**config.mk**
```make
export PLATFORM = sky130hd
export DESIGN_NAME = engine_set_ops_configure_request
export DESIGN_NICKNAME = d
export VERILOG_FILES = /design/src/rtl/engine_set_ops_configure_request_pkg.sv /design/src/rtl/engine_set_ops_configure_request_fifo.sv /design/src/rtl/engine_set_ops_configure_request.sv
export SDC_FILE = /design/constraint.sdc
export NUM_CORES = 1
export LEC_CHECK = 0
export CORE_MARGIN = 3
export CORE_UTILIZATION = 65
export CTS_CLUSTER_SIZE = 40
export DETAILED_ROUTE_END_ITERATION = 10
export GPL_TIMING_DRIVEN = 0
export PLACE_DENSITY = 0.85
export SETUP_SLACK_MARGIN = 0.3
export SKIP_LAST_GASP = 1
export SYNTH_ARGS = -nofsm -noshare
export SYNTH_HDL_FRONTEND = slang
export SYNTH_SLANG_ARGS = --single-unit
```
**constraint.sdc**
```tcl
create_clock -name ap_clk -period 7.9 [get_ports ap_clk]
set_input_delay 1.185 -clock ap_clk [delete_from_list [all_inputs] [get_ports ap_clk]]
set_output_delay 1.185 -clock ap_clk [all_outputs]
set_load 0.02 [all_outputs]
```
**src/rtl/engine_set_ops_configure_request_pkg.sv**
```systemverilog
// engine_set_ops_configure_request_pkg: shared memory-request, FIFO-signal and FSM types
package engine_set_ops_configure_request_pkg;
  typedef logic [31:0] type_memory_response_offset;
  typedef enum logic [1:0] {CMD_NOP, CMD_READ, CMD_WRITE} type_memory_cmd;
  typedef enum logic [1:0] {IDLE, ISSUE, DRAIN, DONE} type_config_request_state;
  typedef struct packed {
    logic [7:0] id_cu;
    logic [7:0] id_bundle;
    logic [7:0] id_lane;
    logic [7:0] id_engine;
    logic [7:0] id_module;
  } type_route;
  typedef struct packed {
    type_memory_response_offset base;
    type_memory_response_offset offset;
  } type_address;
  typedef struct packed {
    type_route      route;
    type_address    address;
    type_memory_cmd cmd;
  } MemoryPacketMeta;
  typedef struct packed {
    MemoryPacketMeta meta;
  } MemoryPacketRequestPayload;
  typedef struct packed {
    logic                      valid;
    MemoryPacketRequestPayload payload;
  } MemoryPacketRequest;
  typedef struct packed {
    logic rd_en;
  } FIFOStateSignalsInput;
  typedef struct packed {
    logic full;
    logic empty;
    logic prog_full;
    logic valid;
  } FIFOStateSignalsOutput;
  typedef struct packed {
    logic full;
    logic empty;
    logic prog_full;
    logic valid;
    logic wr_rst_busy;
    logic rd_rst_busy;
  } FIFOStateSignalsOutInternal;
  function automatic FIFOStateSignalsOutput map_internal_fifo_signals_to_output(input FIFOStateSignalsOutInternal s);
    return '{full: s.full, empty: s.empty, prog_full: s.prog_full, valid: s.valid};
  endfunction
endpackage

```
**src/rtl/engine_set_ops_configure_request_fifo.sv**
```systemverilog
// xpm_fifo_sync_wrapper: synchronous standard-read FIFO with prog_full and post-reset busy window
module xpm_fifo_sync_wrapper #(
  parameter int FIFO_WRITE_DEPTH = 16,
  parameter int WRITE_DATA_WIDTH = 32,
  parameter int READ_DATA_WIDTH  = 32,
  parameter int PROG_THRESH      = 8
) (
  input  logic                        clk,
  input  logic                        srst,
  input  logic                        wr_en,
  input  logic                        rd_en,
  input  logic [WRITE_DATA_WIDTH-1:0] din,
  output logic [READ_DATA_WIDTH-1:0]  dout,
  output logic                        full,
  output logic                        empty,
  output logic                        prog_full,
  output logic                        valid,
  output logic                        wr_rst_busy,
  output logic                        rd_rst_busy
);
  localparam int AW = $clog2(FIFO_WRITE_DEPTH);
  logic [WRITE_DATA_WIDTH-1:0] mem [FIFO_WRITE_DEPTH];
  logic [AW-1:0] wp, rp;
  logic [AW:0] cnt;
  logic [1:0] rst_cnt;
  logic do_wr, do_rd;
  assign wr_rst_busy = srst | (rst_cnt != 2'd0);
  assign rd_rst_busy = wr_rst_busy;
  assign full = cnt == (AW+1)'(FIFO_WRITE_DEPTH);
  assign empty = cnt == '0;
  assign prog_full = cnt >= (AW+1)'(PROG_THRESH);
  assign do_wr = wr_en & ~full & ~wr_rst_busy;
  assign do_rd = rd_en & ~empty & ~rd_rst_busy;
  always_ff @(posedge clk)
    if (srst) begin
      wp <= '0;
      rp <= '0;
      cnt <= '0;
      valid <= 1'b0;
      rst_cnt <= 2'd3;
    end else begin
      if (rst_cnt != 2'd0) rst_cnt <= rst_cnt - 2'd1;
      if (do_wr) wp <= wp + AW'(1);
      if (do_rd) rp <= rp + AW'(1);
      cnt <= cnt + (AW+1)'(do_wr) - (AW+1)'(do_rd);
      valid <= do_rd;
    end
  always_ff @(posedge clk) begin
    if (do_wr) mem[wp] <= din;
    if (do_rd) dout <= READ_DATA_WIDTH'(mem[rp]);
  end
endmodule

```
**src/rtl/engine_set_ops_configure_request.sv**
```systemverilog
// engine_set_ops_configure_request: issues the configuration read requests for one set-ops engine
module engine_set_ops_configure_request
  import engine_set_ops_configure_request_pkg::*;
#(
  parameter int ID_CU            = 0,
  parameter int ID_BUNDLE        = 0,
  parameter int ID_LANE          = 0,
  parameter int ID_ENGINE        = 0,
  parameter int ID_MODULE        = 0,
  parameter int ID_RELATIVE      = 0,
  parameter int FIFO_WRITE_DEPTH = 16,
  parameter int PROG_THRESH      = 8,
  parameter int ENGINE_SEQ_WIDTH = 16,
  parameter int ENGINE_SEQ_MIN   = ID_RELATIVE * ENGINE_SEQ_WIDTH,
  parameter int ENGINE_SEQ_MAX   = ENGINE_SEQ_MIN + ENGINE_SEQ_WIDTH,
  parameter int CONFIG_WORDS     = 2
) (
  input  logic                       ap_clk,
  input  logic                       areset,
  input  logic                       start_in,
  input  type_memory_response_offset base_address_in,
  output MemoryPacketRequest         request_memory_out,
  input  FIFOStateSignalsInput       fifo_request_memory_out_signals_in,
  output FIFOStateSignalsOutput      fifo_request_memory_out_signals_out,
  output logic                       fifo_setup_signal,
  output logic                       busy_out,
  output logic                       done_out
);
  if (CONFIG_WORDS < 1 || CONFIG_WORDS > ENGINE_SEQ_WIDTH || ENGINE_SEQ_MIN + CONFIG_WORDS > ENGINE_SEQ_MAX) begin : g_bad_cfg
    $error("CONFIG_WORDS must lie in 1..ENGINE_SEQ_WIDTH");
  end
  logic areset_ctrl, areset_fifo;
  type_config_request_state state, next_state;
  logic [ENGINE_SEQ_WIDTH-1:0] count;
  type_memory_response_offset base;
  logic rd_en_reg, push, last, fifo_rd_en;
  MemoryPacketRequestPayload fifo_din, fifo_dout;
  FIFOStateSignalsOutInternal fifo_sig;
  always_ff @(posedge ap_clk) begin
    areset_ctrl <= areset;
    areset_fifo <= areset;
  end
  assign last = count == ENGINE_SEQ_WIDTH'(CONFIG_WORDS - 1);
  assign push = (state == ISSUE) & ~fifo_sig.prog_full & ~fifo_sig.full & ~fifo_setup_signal;
  assign fifo_rd_en = rd_en_reg & ~fifo_sig.empty;
  assign busy_out = state != IDLE;
  assign done_out = state == DONE;
  // Drain completes only once the FIFO, its read stage and the output register are all empty.
  always_comb
    next_state = state == IDLE  ? (start_in & ~fifo_setup_signal ? ISSUE : IDLE) :
                 state == ISSUE ? (push & last ? DRAIN : ISSUE) :
                 state == DRAIN ? (fifo_sig.empty & ~fifo_sig.valid & ~request_memory_out.valid ? DONE : DRAIN) :
                 IDLE;
  always_ff @(posedge ap_clk)
    if (areset_ctrl) begin
      state <= IDLE;
      count <= '0;
      base <= '0;
      rd_en_reg <= 1'b0;
      request_memory_out <= '0;
      fifo_request_memory_out_signals_out <= '0;
    end else begin
      state <= next_state;
      count <= state == IDLE ? '0 : count + ENGINE_SEQ_WIDTH'(push & ~last);
      if (state == IDLE) base <= base_address_in;
      rd_en_reg <= fifo_request_memory_out_signals_in.rd_en;
      request_memory_out.valid <= fifo_sig.valid;
      request_memory_out.payload <= fifo_dout;
      fifo_request_memory_out_signals_out <= map_internal_fifo_signals_to_output(fifo_sig);
    end
  always_ff @(posedge ap_clk)
    if (areset_fifo) fifo_setup_signal <= 1'b1;
    else fifo_setup_signal <= fifo_sig.wr_rst_busy | fifo_sig.rd_rst_busy;
  always_comb begin
    fifo_din = '0;
    fifo_din.meta.route.id_cu = 8'(ID_CU);
    fifo_din.meta.route.id_bundle = 8'(ID_BUNDLE);
    fifo_din.meta.route.id_lane = 8'(ID_LANE);
    fifo_din.meta.route.id_engine = 8'(ID_ENGINE);
    fifo_din.meta.route.id_module = 8'(ID_MODULE);
    fifo_din.meta.address.base = base;
    fifo_din.meta.address.offset = type_memory_response_offset'(ENGINE_SEQ_WIDTH'(ENGINE_SEQ_MIN) + count);
    fifo_din.meta.cmd = CMD_READ;
  end
  xpm_fifo_sync_wrapper #(
    .FIFO_WRITE_DEPTH(FIFO_WRITE_DEPTH),
    .WRITE_DATA_WIDTH($bits(MemoryPacketRequestPayload)),
    .READ_DATA_WIDTH ($bits(MemoryPacketRequestPayload)),
    .PROG_THRESH     (PROG_THRESH)
  ) u_fifo (
    .clk        (ap_clk),
    .srst       (areset_fifo),
    .wr_en      (push),
    .rd_en      (fifo_rd_en),
    .din        (fifo_din),
    .dout       (fifo_dout),
    .full       (fifo_sig.full),
    .empty      (fifo_sig.empty),
    .prog_full  (fifo_sig.prog_full),
    .valid      (fifo_sig.valid),
    .wr_rst_busy(fifo_sig.wr_rst_busy),
    .rd_rst_busy(fifo_sig.rd_rst_busy)
  );
endmodule

```
==> reports/results.tsv <==
stage	metric	value	unit
clock_network	insertion delay of the later-clocked pin in the worst-skew pair	0.64	ns
timing	slew margin rel.	0.1629	
routing	length of routed met3 wiring	8.611	mm
clock_network	maximum level of the CTS H-tree	3	
routing	First-pass DRT Iterations	5	
setup_path	cell count of the worst reg-to-reg path	15	
synthesis	async set or reset register ratio after synthesis	0	
grt	number of global-route vias before repair	20211	
timing	shortest period the worst path allows	4.731	ns
setup_path	r2r setup slk	4.00	ns
clock_network	clock root cell	sky130_fd_sc_hd__clkbuf_16	
setup_path	cell-by-cell trace of the critical path	nor2_1 > inv_2 > clkbuf_1 > clkdlybuf4s50_1	
setup_path	Critical Path Source Type	register	
floorplan	floorplan core area	0.05403	mm^2
synthesis	number of register bits inferred by synthesis	938	
clock_network	TritonCTS clock tree	done	
place	Port Buffers	92	
layout	area occupied by multi-input gates	0.007964	mm^2
clock_network	clock-pin slew on the worst setup and hold paths	0.06	ns
synthesis	arithmetic-cell share of the synthesized area counting full adders, half adders and majority gates	0.005828	
synthesis	fraction of the mapped netlist area in simple logic gates	0.03753	
synthesis	XOR/XNOR Fraction of Synth Area	0.004670	
synthesis	average instance area after synthesis	18.22	um^2
grt	pin count of the biggest net entering global routing	32	
setup_path	arrival time of data at the critical path endpoint	3.55	ns
timing	max-slew violation count	0	
routing	Final Routed Wirelength	86.18	mm
grt	global-route wire length before repair	127.4	mm
routing	uppermost routed layer	met4	
routing	Detail Route Antenna Nets	0	
job	max cap viols	0	
layout	flip-flop count of the largest register, all copies and words added	768	
layout	sequential cell area in the final layout	0.02695	mm^2
pwr	VDD IR max	0.2071	mV
layout	Core Util, Final	0.7664	
timing	maximum clock skew at final layout	0.02546	ns
floorplan	floorplan die area	0.05767	mm^2
routing	number of remaining DRC errors	0	
layout	top register by number of flip-flops	u_fifo.mem	
setup_path	Crit. End Element	primary output	
setup_path	Reg-to-Reg End	u_fifo.cnt[4]	
setup_path	Max FO, Critical Path	10	
layout	fraction of final layout cells with drive strength greater than 1	0.1828	
timing	final critical-path share of the clock period	0.5988	
place	post-placement worst setup slack	3.951	ns
routing	Wirelength per Cell	28.68	um
routing	Vias	19764	
clock_network	clock sinks	938	
clock_network	Gates resized, CTS repair	0	
synthesis	Synth Flop Type	sky130_fd_sc_hd__edfxtp_1	
synthesis	Seq/Total Area, Yosys	0.7561	
grt	Overflow after GRT	0	
setup_path	worst stage delay on the critical path	0.98	ns
routing	WL met2	43.71	mm
clock_network	number of setup buffers added after CTS	0	
synthesis	Syn Std Cell Area	0.03564	mm^2
timing	Final WS setup	3.169	ns
timing	final hold violations	0	
clock_network	count of hold buffers inserted by post-cts repair	0	
synthesis	synthesized-area fraction occupied by ao, oa, aoi and oai cells	0.05144	
timing	Worst Max-Slew Pin Slew	1.251	ns
clock_network	Max Root-Sink Buffers	3	
synthesis	largest family of logic cells by synthesized area	multiplexers	
synthesis	post-synthesis instance total	1956	
setup_path	required time at the worst-slack endpoint	6.71	ns
synthesis	YS warnings	0	
layout	number of fillers in the final layout	2686	
routing	sum of routed wire segments on met1	30.05	mm
setup_path	critical path class	register to primary output	
floorplan	standard-cell rows	85	
layout	Diodes inserted	0	
min_path	hold path depth	1	
layout	post-layout net count	2286	
min_path	hold_sp	u_fifo.dout[43]	
timing	Setup violations, final	0	
floorplan	starting density of the core	0.6596	
floorplan	# IOs	150	
grt	initial antenna violation count	0	
synthesis	Cell variety after synth	51	
min_path	endpoint of the worst hold path	request_memory_out[43]	
layout	non-filler cells, final	3005	
synthesis	post-synthesis mux area share	0.1149	
pwr	Leak Pwr	13.90	nW
place	placer congestion estimate	0.7955	
grt	overall routing resource usage	0.3037	
timing	RSZ-0062 raised after global routing	no	
timing	hold_ws	0.4382	ns
setup_path	startpoint of the worst register-to-register path	u_fifo.cnt[3]	
layout	biggest regs	u_fifo.mem: 768 flops, request_memory_out: 49 flops, u_fifo.dout: 48 flops	
min_path	class of the most critical hold timing path	register to register	
place	placed insts	2838	
clock_network	TritonCTS buffer count	90	
setup_path	slowest stage cell, crit path	sky130_fd_sc_hd__nor2_1	
floorplan	overall die height	240.2	um
run_status	outcome	completed	
synthesis	number of enable-type register cells in the synthesized netlist	816	
layout	post-synthesis to final-layout area growth	16.19	%
place	HPWL after detailed placement	52.58	mm
timing	Fmax achieved	211.4	MHz
routing	number of vias per cell after detailed routing	6.577	
routing	drt initial violations	2435	
pwr	power per unit of standard cell area	247.4	mW/mm^2
floorplan	die extent in x	240.2	um
## metrics by stage
step / setup TNS (ns) / area, um^2 / total power, mW
3_5_place_dp: 0 / 38400 / 5.977
5_1_grt: 0 / 41410 / 10.49
6_report: 0 / 41410 / 10.25
2_1_floorplan: 0 / 35850 / 5.817
3_3_place_gp: -112.72 / 37640 / 5.946
4_1_cts: 0 / 41410 / 10.25
## critical path, delay by kind of cell, from the launching register on
| family | cells | cell delay [ns] |
|---|---|---|
| buffers and inverters | 3 | 1.53 |
| DFF | 1 | 0.39 |
| and+or+nand+nor | 1 | 0.98 |
## cells in the mapped netlist (15+ instances only)
library cell | n | share of area
sky130_fd_sc_hd__mux4_2 | 96 | 0.061
sky130_fd_sc_hd__buf_4 | 74 | 0.016
sky130_fd_sc_hd__dfxtp_1 | 122 | 0.069
sky130_fd_sc_hd__o21ai_0 | 48 | 0.0067
sky130_fd_sc_hd__a221oi_2 | 20 | 0.0084
sky130_fd_sc_hd__nand2_1 | 126 | 0.013
sky130_fd_sc_hd__edfxtp_1 | 816 | 0.69
sky130_fd_sc_hd__nor2_1 | 36 | 0.0038
sky130_fd_sc_hd__inv_1 | 18 | 0.0019
sky130_fd_sc_hd__a221oi_1 | 76 | 0.019
sky130_fd_sc_hd__mux2i_1 | 192 | 0.054
sky130_fd_sc_hd__ha_1 | 15 | 0.0053
sky130_fd_sc_hd__a21oi_1 | 40 | 0.0056
sky130_fd_sc_hd__nor2b_1 | 53 | 0.0093
sky130_fd_sc_hd__a22oi_1 | 48 | 0.010
sky130_fd_sc_hd__clkbuf_1 | 50 | 0.0053
sky130_fd_sc_hd__buf_2 | 24 | 0.0034
## layer usage
layer	up-vias	GRT usage
met3	242	0.06297
met1	9907	0.3846
li1	8207	-
met5	-	0
met4	0	0.1417
met2	1408	0.5112
## cell families after synthesis
| logic type | count (synthesis) |
|---|---|
| other | 1 |
| DFF | 938 |
| adders and majority gates | 16 |
| xor gates and xnor gates | 19 |
| muxes | 289 |
| and+or+nand+nor | 271 |
| AOI/OAI and AO/OA | 243 |
| buffers and inverters | 179 |
## power breakdown
part | switching [mW] | internal [mW] | total [mW] | leakage [nW]
clock | 1.83 | 2.53 | 4.36 | 1.46
combinational | 0.184 | 0.0852 | 0.269 | 3.53
sequential | 0.125 | 5.49 | 5.61 | 8.90
## worst max-delay path by stage
stage | cells past startpoint | from | end
after floorplan | 7 | u_fifo.rst_cnt[0] | u_fifo.mem[0][0]
final | 4 | state[0] | busy_out
after detailed placement | 4 | state[0] | busy_out
after global placement | 6 | areset_fifo | u_fifo.mem[0][25]
after CTS | 4 | state[0] | busy_out
after global routing | 4 | state[0] | busy_out
## placed cells by master (no fill, tap or decap), types with 11 or more instances in the layout
cell type and count:
sky130_fd_sc_hd__mux2i_1 192, sky130_fd_sc_hd__clkbuf_1 71, sky130_fd_sc_hd__a221oi_2 20, sky130_fd_sc_hd__a21oi_1 40, sky130_fd_sc_hd__buf_4 78, sky130_fd_sc_hd__a22oi_1 48
sky130_fd_sc_hd__clkinv_2 13, sky130_fd_sc_hd__nor2_4 12, sky130_fd_sc_hd__o21ai_0 48, sky130_fd_sc_hd__nand2_1 126, sky130_fd_sc_hd__nor2b_1 53, sky130_fd_sc_hd__inv_1 18
sky130_fd_sc_hd__mux4_2 96, sky130_fd_sc_hd__ha_1 15, sky130_fd_sc_hd__nor2_1 24, sky130_fd_sc_hd__a221oi_1 76, sky130_fd_sc_hd__edfxtp_1 816, sky130_fd_sc_hd__clkdlybuf4s50_1 92
sky130_fd_sc_hd__buf_12 11, sky130_fd_sc_hd__dfxtp_1 122, sky130_fd_sc_hd__buf_6 18, sky130_fd_sc_hd__buf_2 24, sky130_fd_sc_hd__clkbuf_16 95, sky130_fd_sc_hd__conb_1 57
## layout make-up
| type | instances | area share |
|---|---|---|
| plain buffers | 160 | 0.02366 |
| clock buffers | 123 | 0.06140 |
| clock inverters | 44 | 0.01115 |
| inverters | 19 | 0.001722 |
| multi-input cells | 895 | 0.1923 |
| flip-flops and latches | 938 | 0.6508 |
| well taps | 696 | 0.02103 |
| repair buffers | 130 | 0.03792 |
Note: power is estimated with default switching activity, not from simulation.
